`config.mk`:
```
export PLATFORM = sky130hd
export DESIGN_NAME = counter_xn_flat
export DESIGN_NICKNAME = d
export VERILOG_FILES = /design/src/rtl/counter_xn_if.sv /design/src/rtl/counter_xn.sv /design/src/flat_wrapper.sv
export SDC_FILE = /design/constraint.sdc
export NUM_CORES = 1
export LEC_CHECK = 0
export BUFFER_PORTS_ARGS = -buffer_cell sky130_fd_sc_hd__buf_2
export CORE_UTILIZATION = 35
export DETAILED_ROUTE_END_ITERATION = 8
export HOLD_SLACK_MARGIN = 0.05
export PLACE_DENSITY_LB_ADDON = 0.05
export SLEW_MARGIN = 10
export SYNTH_ARGS = -nofsm -noshare
export SYNTH_HDL_FRONTEND = slang
export SYNTH_SLANG_ARGS = --single-unit
export TNS_END_PERCENT = 20
```
`constraint.sdc`:
```
create_clock -name clk -period 3.7 [get_ports clk]
set_input_delay 0.555 -clock clk [delete_from_list [all_inputs] [get_ports clk]]
set_output_delay 0.555 -clock clk [all_outputs]
set_load 0.1 [all_outputs]
```
`src/rtl/counter_xn_if.sv`:
```
// Register-bus bundle for counter_xn: write strobe, channel/register select,
// write data and the combinational read-back of the selected count.
interface counter_xn_if #(
  parameter int W = 32
);
  logic         we;
  logic [2:0]   ch_sel;
  logic [1:0]   reg_sel;
  logic [31:0]  wdata;
  logic [W-1:0] rdata;

  modport master (
    output we, ch_sel, reg_sel, wdata,
    input  rdata
  );

  modport slave (
    input  we, ch_sel, reg_sel, wdata,
    output rdata
  );
endinterface

```
`src/rtl/counter_xn.sv`:
```
// CH independent down-counting timers (one-shot / auto-reload / square) with sticky done flags.
// Optional feature macro: COUNTER_XN_IRQ_EN enables the registered, masked interrupt output.
module counter_xn #(
  parameter int CH = 4,
  parameter int W  = 32
) (
  input  logic          clk,
  input  logic          rst,
  counter_xn_if.slave   bus,
  input  logic [CH-1:0] tick_en,
  output logic [CH-1:0] cnt_out,
  output logic [CH-1:0] done,
  output logic          irq
);

  localparam logic [1:0] MODE_AUTO   = 2'b01;
  localparam logic [1:0] MODE_SQUARE = 2'b10;

  logic [W-1:0]  w_count [CH];
  logic [CH-1:0] w_mask;
  logic [W-1:0]  w_rdata;
  logic          w_clr;

  // Done-clear is a block-wide write, but still needs an in-range channel select.
  assign w_clr = bus.we && (bus.reg_sel == 2'd2) && ({1'b0, bus.ch_sel} < 4'(CH));

  generate
    for (genvar gi = 0; gi < CH; gi++) begin : gen_ch
      logic [W-1:0] r_reload;
      logic [W-1:0] r_count;
      logic [3:0]   r_ctrl;
      logic         r_out;
      logic         r_done;
      logic         w_hit;
      logic         w_wr_reload;
      logic         w_wr_ctrl;
      logic [1:0]   w_mode;

      assign w_hit       = bus.we && (bus.ch_sel == 3'(gi));
      assign w_wr_reload = w_hit && (bus.reg_sel == 2'd0);
      assign w_wr_ctrl   = w_hit && (bus.reg_sel == 2'd1);
      assign w_mode      = r_ctrl[2:1];

      always_ff @(posedge clk) begin
        if (rst) begin
          r_reload <= '0;
          r_count  <= '0;
          r_ctrl   <= '0;
          r_out    <= 1'b0;
          r_done   <= 1'b0;
        end else begin
          if (w_clr && bus.wdata[gi]) begin
            r_done <= 1'b0;
          end
          if (w_mode == MODE_AUTO) begin
            r_out <= 1'b0;
          end
          // A register write to this channel wins over a tick in the same cycle.
          if (w_wr_reload) begin
            r_reload <= bus.wdata[W-1:0];
            r_count  <= bus.wdata[W-1:0];
            r_out    <= 1'b0;
          end else if (w_wr_ctrl) begin
            r_ctrl <= bus.wdata[3:0];
          end else if (r_ctrl[0] && tick_en[gi]) begin
            if (r_count != '0) begin
              r_count <= r_count - W'(1);
            end else begin
              r_done <= 1'b1;
              case (w_mode)
                MODE_AUTO: begin
                  r_count <= r_reload;
                  r_out   <= 1'b1;
                end
                MODE_SQUARE: begin
                  r_count <= r_reload;
                  r_out   <= ~r_out;
                end
                default: begin
                  r_out     <= 1'b1;
                  r_ctrl[0] <= 1'b0;
                end
              endcase
            end
          end
        end
      end

      assign w_count[gi] = r_count;
      assign w_mask[gi]  = r_ctrl[3];
      assign cnt_out[gi] = r_out;
      assign done[gi]    = r_done;
    end
  endgenerate

  always_comb begin
    w_rdata = '0;
    for (int i = 0; i < CH; i++) begin
      if (bus.ch_sel == 3'(i)) begin
        w_rdata = w_count[i];
      end
    end
  end

  assign bus.rdata = w_rdata;

`ifdef COUNTER_XN_IRQ_EN
  logic r_irq;

  always_ff @(posedge clk) begin
    if (rst) begin
      r_irq <= 1'b0;
    end else begin
      r_irq <= |(done & w_mask);
    end
  end

  assign irq = r_irq;
`else
  // Mask bits are still stored so software sees consistent ctrl behaviour.
  logic w_unused_mask;
  assign w_unused_mask = ^w_mask;
  assign irq           = 1'b0;
`endif

endmodule

```
`src/flat_wrapper.sv`:
```
// flat-port wrapper written by rule: the top's interface ports become plain ports
module counter_xn_flat 
#(
  parameter int CH = 4,
  parameter int W  = 32
)
  (clk, rst, tick_en, cnt_out, done, irq, bus_we, bus_ch_sel, bus_reg_sel, bus_wdata, bus_rdata);
  counter_xn_if #(.W(W)) bus_i ();
  input  logic clk;
  input  logic rst;
  input  logic [CH-1:0] tick_en;
  output logic [CH-1:0] cnt_out;
  output logic [CH-1:0] done;
  output logic irq;
  input wire logic [$bits(bus_i.we)-1:0] bus_we;
  input wire logic [$bits(bus_i.ch_sel)-1:0] bus_ch_sel;
  input wire logic [$bits(bus_i.reg_sel)-1:0] bus_reg_sel;
  input wire logic [$bits(bus_i.wdata)-1:0] bus_wdata;
  output wire logic [$bits(bus_i.rdata)-1:0] bus_rdata;
  assign bus_i.we = bus_we;
  assign bus_i.ch_sel = bus_ch_sel;
  assign bus_i.reg_sel = bus_reg_sel;
  assign bus_i.wdata = bus_wdata;
  assign bus_rdata = bus_i.rdata;
  counter_xn #(.CH(CH), .W(W)) u_core (.clk(clk), .rst(rst), .bus(bus_i), .tick_en(tick_en), .cnt_out(cnt_out), .done(done), .irq(irq));
endmodule
```
### Yosys cells after proc, flatten, opt, wreduce, memory -nomap -nowiden

Cells that the tools add are included.

| cells by class | value |
|---|---|
| add/subtract/negate cells | 4 |
| order comparisons | 1 |
| reduce and logical (&&, ||, !) cells | 60 |
| bitwise logic cells | 8 |
| eq/ne operators | 25 |
| muxes and demuxes | 80 |

Operator list:

| operator | count |
|---|---|
| $mux W32 | 24 |
| $reduce_bool A32 Y1 | 4 |
| $sub A32 B1 Y32 const B | 4 |
| $mux W1 | 56 |
| $ne A2 B1 Y1 const B | 12 |
| $logic_and A1 B1 Y1 | 22 |
| $reduce_and A4 Y1 | 4 |
| $reduce_bool A2 Y1 | 8 |
| $reduce_or A2 Y1 | 8 |
| $reduce_and A3 Y1 | 4 |
| $reduce_bool A3 Y1 | 4 |
| $eq A2 B1 Y1 const B | 5 |
| $eq A2 B2 Y1 const B | 5 |
| $not A1 Y1 | 8 |
| $reduce_and A2 Y1 | 4 |
| $eq A3 B2 Y1 const B | 2 |
| $eq A3 B1 Y1 const B | 1 |
| $logic_not A3 Y1 | 1 |
| $lt A3 B3 Y1 const B | 1 |
| $logic_not A2 Y1 | 1 |

| storage, ports and cells | value |
|---|---|
| output and inout port bits | 41 |
| bits of input ports | 44 |
| bits in registers | 276 |

### Depth between registers and ports, before layout

| logic depth | value |
|---|---|
| depth after elaboration | 9 |
| depth in mapped cells | 11 |

### Worst setup path before layout

No wires, ideal clock.

| timing path | value |
|---|---|
| path type | in2out |
| start | input bus_ch_sel[1] |
| end | output bus_rdata[0] |
| setup slack | 0.198 ns |
| cell stages on the path | 4 |
| data required time | 3.145 ns |
| arrival | 2.947 ns |
| path buffers | 2 |
| cell sequence | buf_2 > buf_1 > mux4_2 > nor2b_1 |

| between the ends | value |
|---|---|
| word-level cells in the longest chain between the ends | 5 |
| elaborated cells between the ends (all ways) | 8 |

RTL lines:

| what | RTL line | text |
|---|---|---|
| start: declaration | flat_wrapper.sv:16 | `input wire logic [$bits(bus_i.ch_sel)-1:0] bus_ch_sel;` |
| $logic_not A3 Y1 | counter_xn.sv:99 | `if (bus.ch_sel == 3'(i)) begin` |
| $mux W32 (3 in series) | counter_xn.sv:99 |  |
| $mux W32 (*) | counter_xn.sv:99 |  |
| end: declaration | flat_wrapper.sv:19 | `output wire logic [$bits(bus_i.rdata)-1:0] bus_rdata;` |

Mark *: on every way between the ends. The rest lies on a longest branch, timed or not.

### Worst setup path after layout

| timing path | value |
|---|---|
| start | register u_core.gen_ch[3].r_count[0] |
| end | register u_core.gen_ch[3].r_count[1] |

| between the ends | value |
|---|---|
| word-level cells in the longest chain between the ends | 5 |
| elaborated cells between the ends (all ways) | 8 |

RTL lines:

| what | RTL line | text |
|---|---|---|
| start: declaration | counter_xn.sv:30 | `logic [W-1:0] r_count;` |
| start signal: assignment | counter_xn.sv:61 | `r_count <= bus.wdata[W-1:0];` |
| start signal: assignment | counter_xn.sv:67 | `r_count <= r_count - W'(1);` |
| start signal: assignment | counter_xn.sv:72 | `r_count <= r_reload;` |
| $sub A32 B1 Y32 / $reduce_bool A32 Y1 (equally long branches) | counter_xn.sv:67, counter_xn.sv:66 |  |
| $mux W32 | counter_xn.sv:66 | `if (r_count != '0) begin` |
| $mux W32 | counter_xn.sv:65 | `end else if (r_ctrl[0] && tick_en[gi]) begin` |
| $mux W32 | counter_xn.sv:63 | `end else if (w_wr_ctrl) begin` |
| $mux W32 | counter_xn.sv:59 | `if (w_wr_reload) begin` |

Parallel ways exist; a longest one is shown, timed or not. The select of a mux whose other input is x is not followed.
A chain may end at the register's enable or synchronous reset.

==> impl_metrics.env <==
export IMPL_synthAdderAreaFrac_pct=1.286
export IMPL_synth_top_family_by_area="simple AND/OR/NAND/NOR gates"
export IMPL_seq_area_frac_synth_pct=35.50
export IMPL_mostFrequentLayoutCell="nand2_1"
export IMPL_path_max_fanout=35
export IMPL_syn_inst=1997
export IMPL_min_from="bus_wdata[13]"
export IMPL_via_per_inst=5.973
export IMPL_regArea_um2=5525
export IMPL_finalCritPeriodShare_pct=86.82
export IMPL_cp_buffers_inverters=2
export IMPL_port_buffers=83
export IMPL_rsz0062_at_grt="no"
export IMPL_final_cell_mix="nand2_1 (351), dfxtp_1 (276), a21oi_1 (200)"
export IMPL_ys_types=80
export IMPL_synthesis_nets=2057
export IMPL_clock_latency_ns=0.55
export IMPL_synthToLayoutAreaGrowth_pct=13.51
export IMPL_wirelength_um=65830
export IMPL_fin_cells=2623
export IMPL_final_setup_worst_slack_ns=0.4877
export IMPL_start_util_pct=35.82
export IMPL_htreeDepth=2
export IMPL_drt_iter0_markers=1322
export IMPL_cts_sinks=276
export IMPL_cts_hold_fix_buffers=0
export IMPL_row_count=76
export IMPL_drv_slew=0
export IMPL_dr_pass1_iters=5
export IMPL_io_pins=85
export IMPL_ir_drop_mv=0.2703
export IMPL_min_path_cells=3
export IMPL_critPathRequiredTime_ns=4.13
export IMPL_crit_chain="inv_1, ha_1, nor4b_1, or4b_1, or4_1, o31a_2, buf_12, o21ai_0, a31oi_1"
export IMPL_setup_tns_final_ns=0
export IMPL_die_area_um2=45320
export IMPL_crit_type="reg2reg"
export IMPL_yosys_warnings=0
export IMPL_cp_end_kind="register"
export IMPL_async_flop_share_pct=0
export IMPL_ant_nets=0
export IMPL_vias=15670
export IMPL_die_h_um=212.9
export IMPL_first_global_vias=14640
export IMPL_arrival_ns=3.64
export IMPL_antenna_found_initial=1
export IMPL_slowest_stage="or4_1"
export IMPL_finalHoldViolations=0
export IMPL_fin_skew_ns=0.009411
export IMPL_grt_start_max_net_pins=152
export IMPL_r2r_end="u_core.gen_ch[3].r_count[1]"
export IMPL_cts_buffer_depth=3
export IMPL_n_fill_cell=4521
export IMPL_wl_per_cell_um=25.10
export IMPL_multi_input_area_um2=9191
export IMPL_critical_path_max_stage_delay_ns=0.57
export IMPL_status="completed"
export IMPL_coreArea_um2=43460
export IMPL_hold_path_endpoint="u_core.gen_ch[0].r_reload[13]"
export IMPL_path_delay_family="simple AND/OR/NAND/NOR gates"
export IMPL_grt_ovfl_total=0
export IMPL_post_cts_repair_setup_buffers=0
export IMPL_dp_cells=2565
export IMPL_setup_viol=0
export IMPL_drive_gt1_share_pct=13.25
export IMPL_finalNetCount=2078
export IMPL_clk_pin_slew_ns=0.06
export IMPL_maxCapViolCount=0
export IMPL_timing_fmax_mhz=311.3
export IMPL_fp_dieW_um=212.9
export IMPL_worst_r2r_path_depth=9
export IMPL_startpoint_type="register"
export IMPL_yosys_area_share_simple_pct=25.12
export IMPL_cellPowerDensity_nw_per_um2=405.5
export IMPL_synthXorXnorAreaFrac_pct=3.039
export IMPL_regToRegSetupSlack_ns=0.49
export IMPL_synth_area_per_cell_um2=7.794
export IMPL_cts_root_buf="clkbuf_16"
export IMPL_drc_errors=0
export IMPL_cts_tree="done"
export IMPL_gp_congestion=0.9086
export IMPL_grt_pass1_wl_um=97950
export IMPL_pre_cts_ws_ns=0.4685
export IMPL_leakage_nw=6.595
export IMPL_worst_pin_slew_ns=0.7539
export IMPL_post_cts_resized=0
export IMPL_slew_limit_headroom_pct=49.74
export IMPL_cts_made_buffers=36
export IMPL_synth_mux_area_share_pct=5.804
export IMPL_ys_seq_elements=276
export IMPL_r2r_start="u_core.gen_ch[3].r_count[0]"
export IMPL_hold_path_class="in2reg"
export IMPL_synthFlopType="dfxtp_1"
export IMPL_mappedNetlistArea_um2=15560
export IMPL_dp_hpwl_um=47180
export IMPL_period_needed_ns=3.212
export IMPL_grt_usage_pct=29.08
export IMPL_synth_compound_area_share_pct=23.52
export IMPL_synth_edf_count=0
worst reg2reg max path: stages (launching register included):
cell and delay [ns]:
dfxtp_1 0.42, inv_1 0.13, ha_1 0.18, nor4b_1 0.33
or4b_1 0.47, or4_1 0.57, o31a_2 0.53, buf_12 0.25
o21ai_0 0.17, a31oi_1 0.06
sequential cells by signal, indices dropped and copies added, names as in the netlist:
register,cells
u_core.gen_ch.r_ctrl,12
u_core.gen_ch.r_count,128
u_core.gen_ch.r_out,4
u_core.gen_ch.r_reload,128
u_core.gen_ch.r_done,4
layer usage:
layer / wire, um / share of wire (%) / global-route usage [%]
met1: 30340 / 46 / 40.32
met2: 29510 / 45 / 46.05
met3: 4214 / 6.4 / 4.015
met4: 1774 / 2.7 / 9.923
met5: 0 / 0 / 0
power breakdown:
group	internal, mW	leakage [nW]	switching, mW
Combinational	0.260	3.83	0.564
Sequential	2.99	2.22	0.0197
Clock	1.93	0.537	1.40
Total	5.18	6.59	1.98
cells in the mapped netlist, drive strengths merged (5+ instances only):
library cell,instances,area share [%]
inv,44,1.1
a311oi,27,1.5
dfxtp,276,35
and4,6,0.34
o21a,5,0.24
a21oi,203,6.6
nor4b,6,0.34
o31ai,14,0.68
nand2,351,8.5
or2,11,0.44
mux4,32,4.6
xor2,31,1.7
nor4,42,1.8
a31oi,50,2.0
ha,16,1.3
and2,12,0.48
a21boi,13,0.63
or3,21,0.84
a22oi,9,0.43
o32ai,15,0.84
mux2i,16,1.0
or4,26,1.4
a221o,6,0.39
nor3,63,2.1
nor3b,6,0.29
nand3,39,1.3
nor2b,39,1.6
nand4,23,0.96
o21ai,102,3.3
nor2,132,3.2
and3,16,0.64
a32o,5,0.32
nand2b,13,0.52
a21o,12,0.58
xnor2,23,1.3
clkbuf,128,3.1
buf,36,1.5
o211ai,57,2.7
a211oi,11,0.53
how the worst max path moves through the flow:
| stage | from | to | slack (ns) | cells after the start |
|---|---|---|---|---|
| CTS | u_core.gen_ch[3].r_count[26] | u_core.gen_ch[3].r_count[15] | 0.51 | 7 |
| detailed placement | bus_ch_sel[2] | u_core.gen_ch[2].r_count[2] | 0.47 | 8 |
| finish | u_core.gen_ch[3].r_count[0] | u_core.gen_ch[3].r_count[1] | 0.49 | 9 |
| global route | u_core.gen_ch[3].r_count[0] | u_core.gen_ch[3].r_count[1] | 0.30 | 9 |
| global placement | bus_ch_sel[2] | u_core.gen_ch[2].r_count[2] | 0.49 | 8 |
| floorplan | bus_ch_sel[1] | bus_rdata[0] | 0.20 | 4 |
final cells by class:
type                       count  share of cell area [%]
multi-input combinational   1512                   52.02
tap                          585                   4.143
sequential                   276                   31.27
antenna                        1                 0.01416
clock inverter                 8                  0.2266
timing repair buffer         147                   5.531
inverter                      45                  0.9560
clock buffer                  49                   5.835
metrics by stage:
stage	hold slack, ns	total power, mW	util [%]	cell area [um^2]
after floorplan	0.4317	3.596	-	15560
after global placement	0.4383	3.891	38.19	16590
after detailed placement	0.4438	3.889	38.19	16590
after CTS	0.3250	7.234	40.65	17670
after global routing	0.3425	7.400	40.66	17670
final	0.3499	7.164	40.66	17670
cell families after synthesis:
| kind of cell | Yosys count |
|---|---|
| xor+xnor | 54 |
| mux | 50 |
| flops | 276 |
| fa+ha+maj | 16 |
| buf+inv | 209 |
| other cells | 1 |
| compound gates | 576 |
| simple gates | 815 |
(Power assumes the default switching activity.)
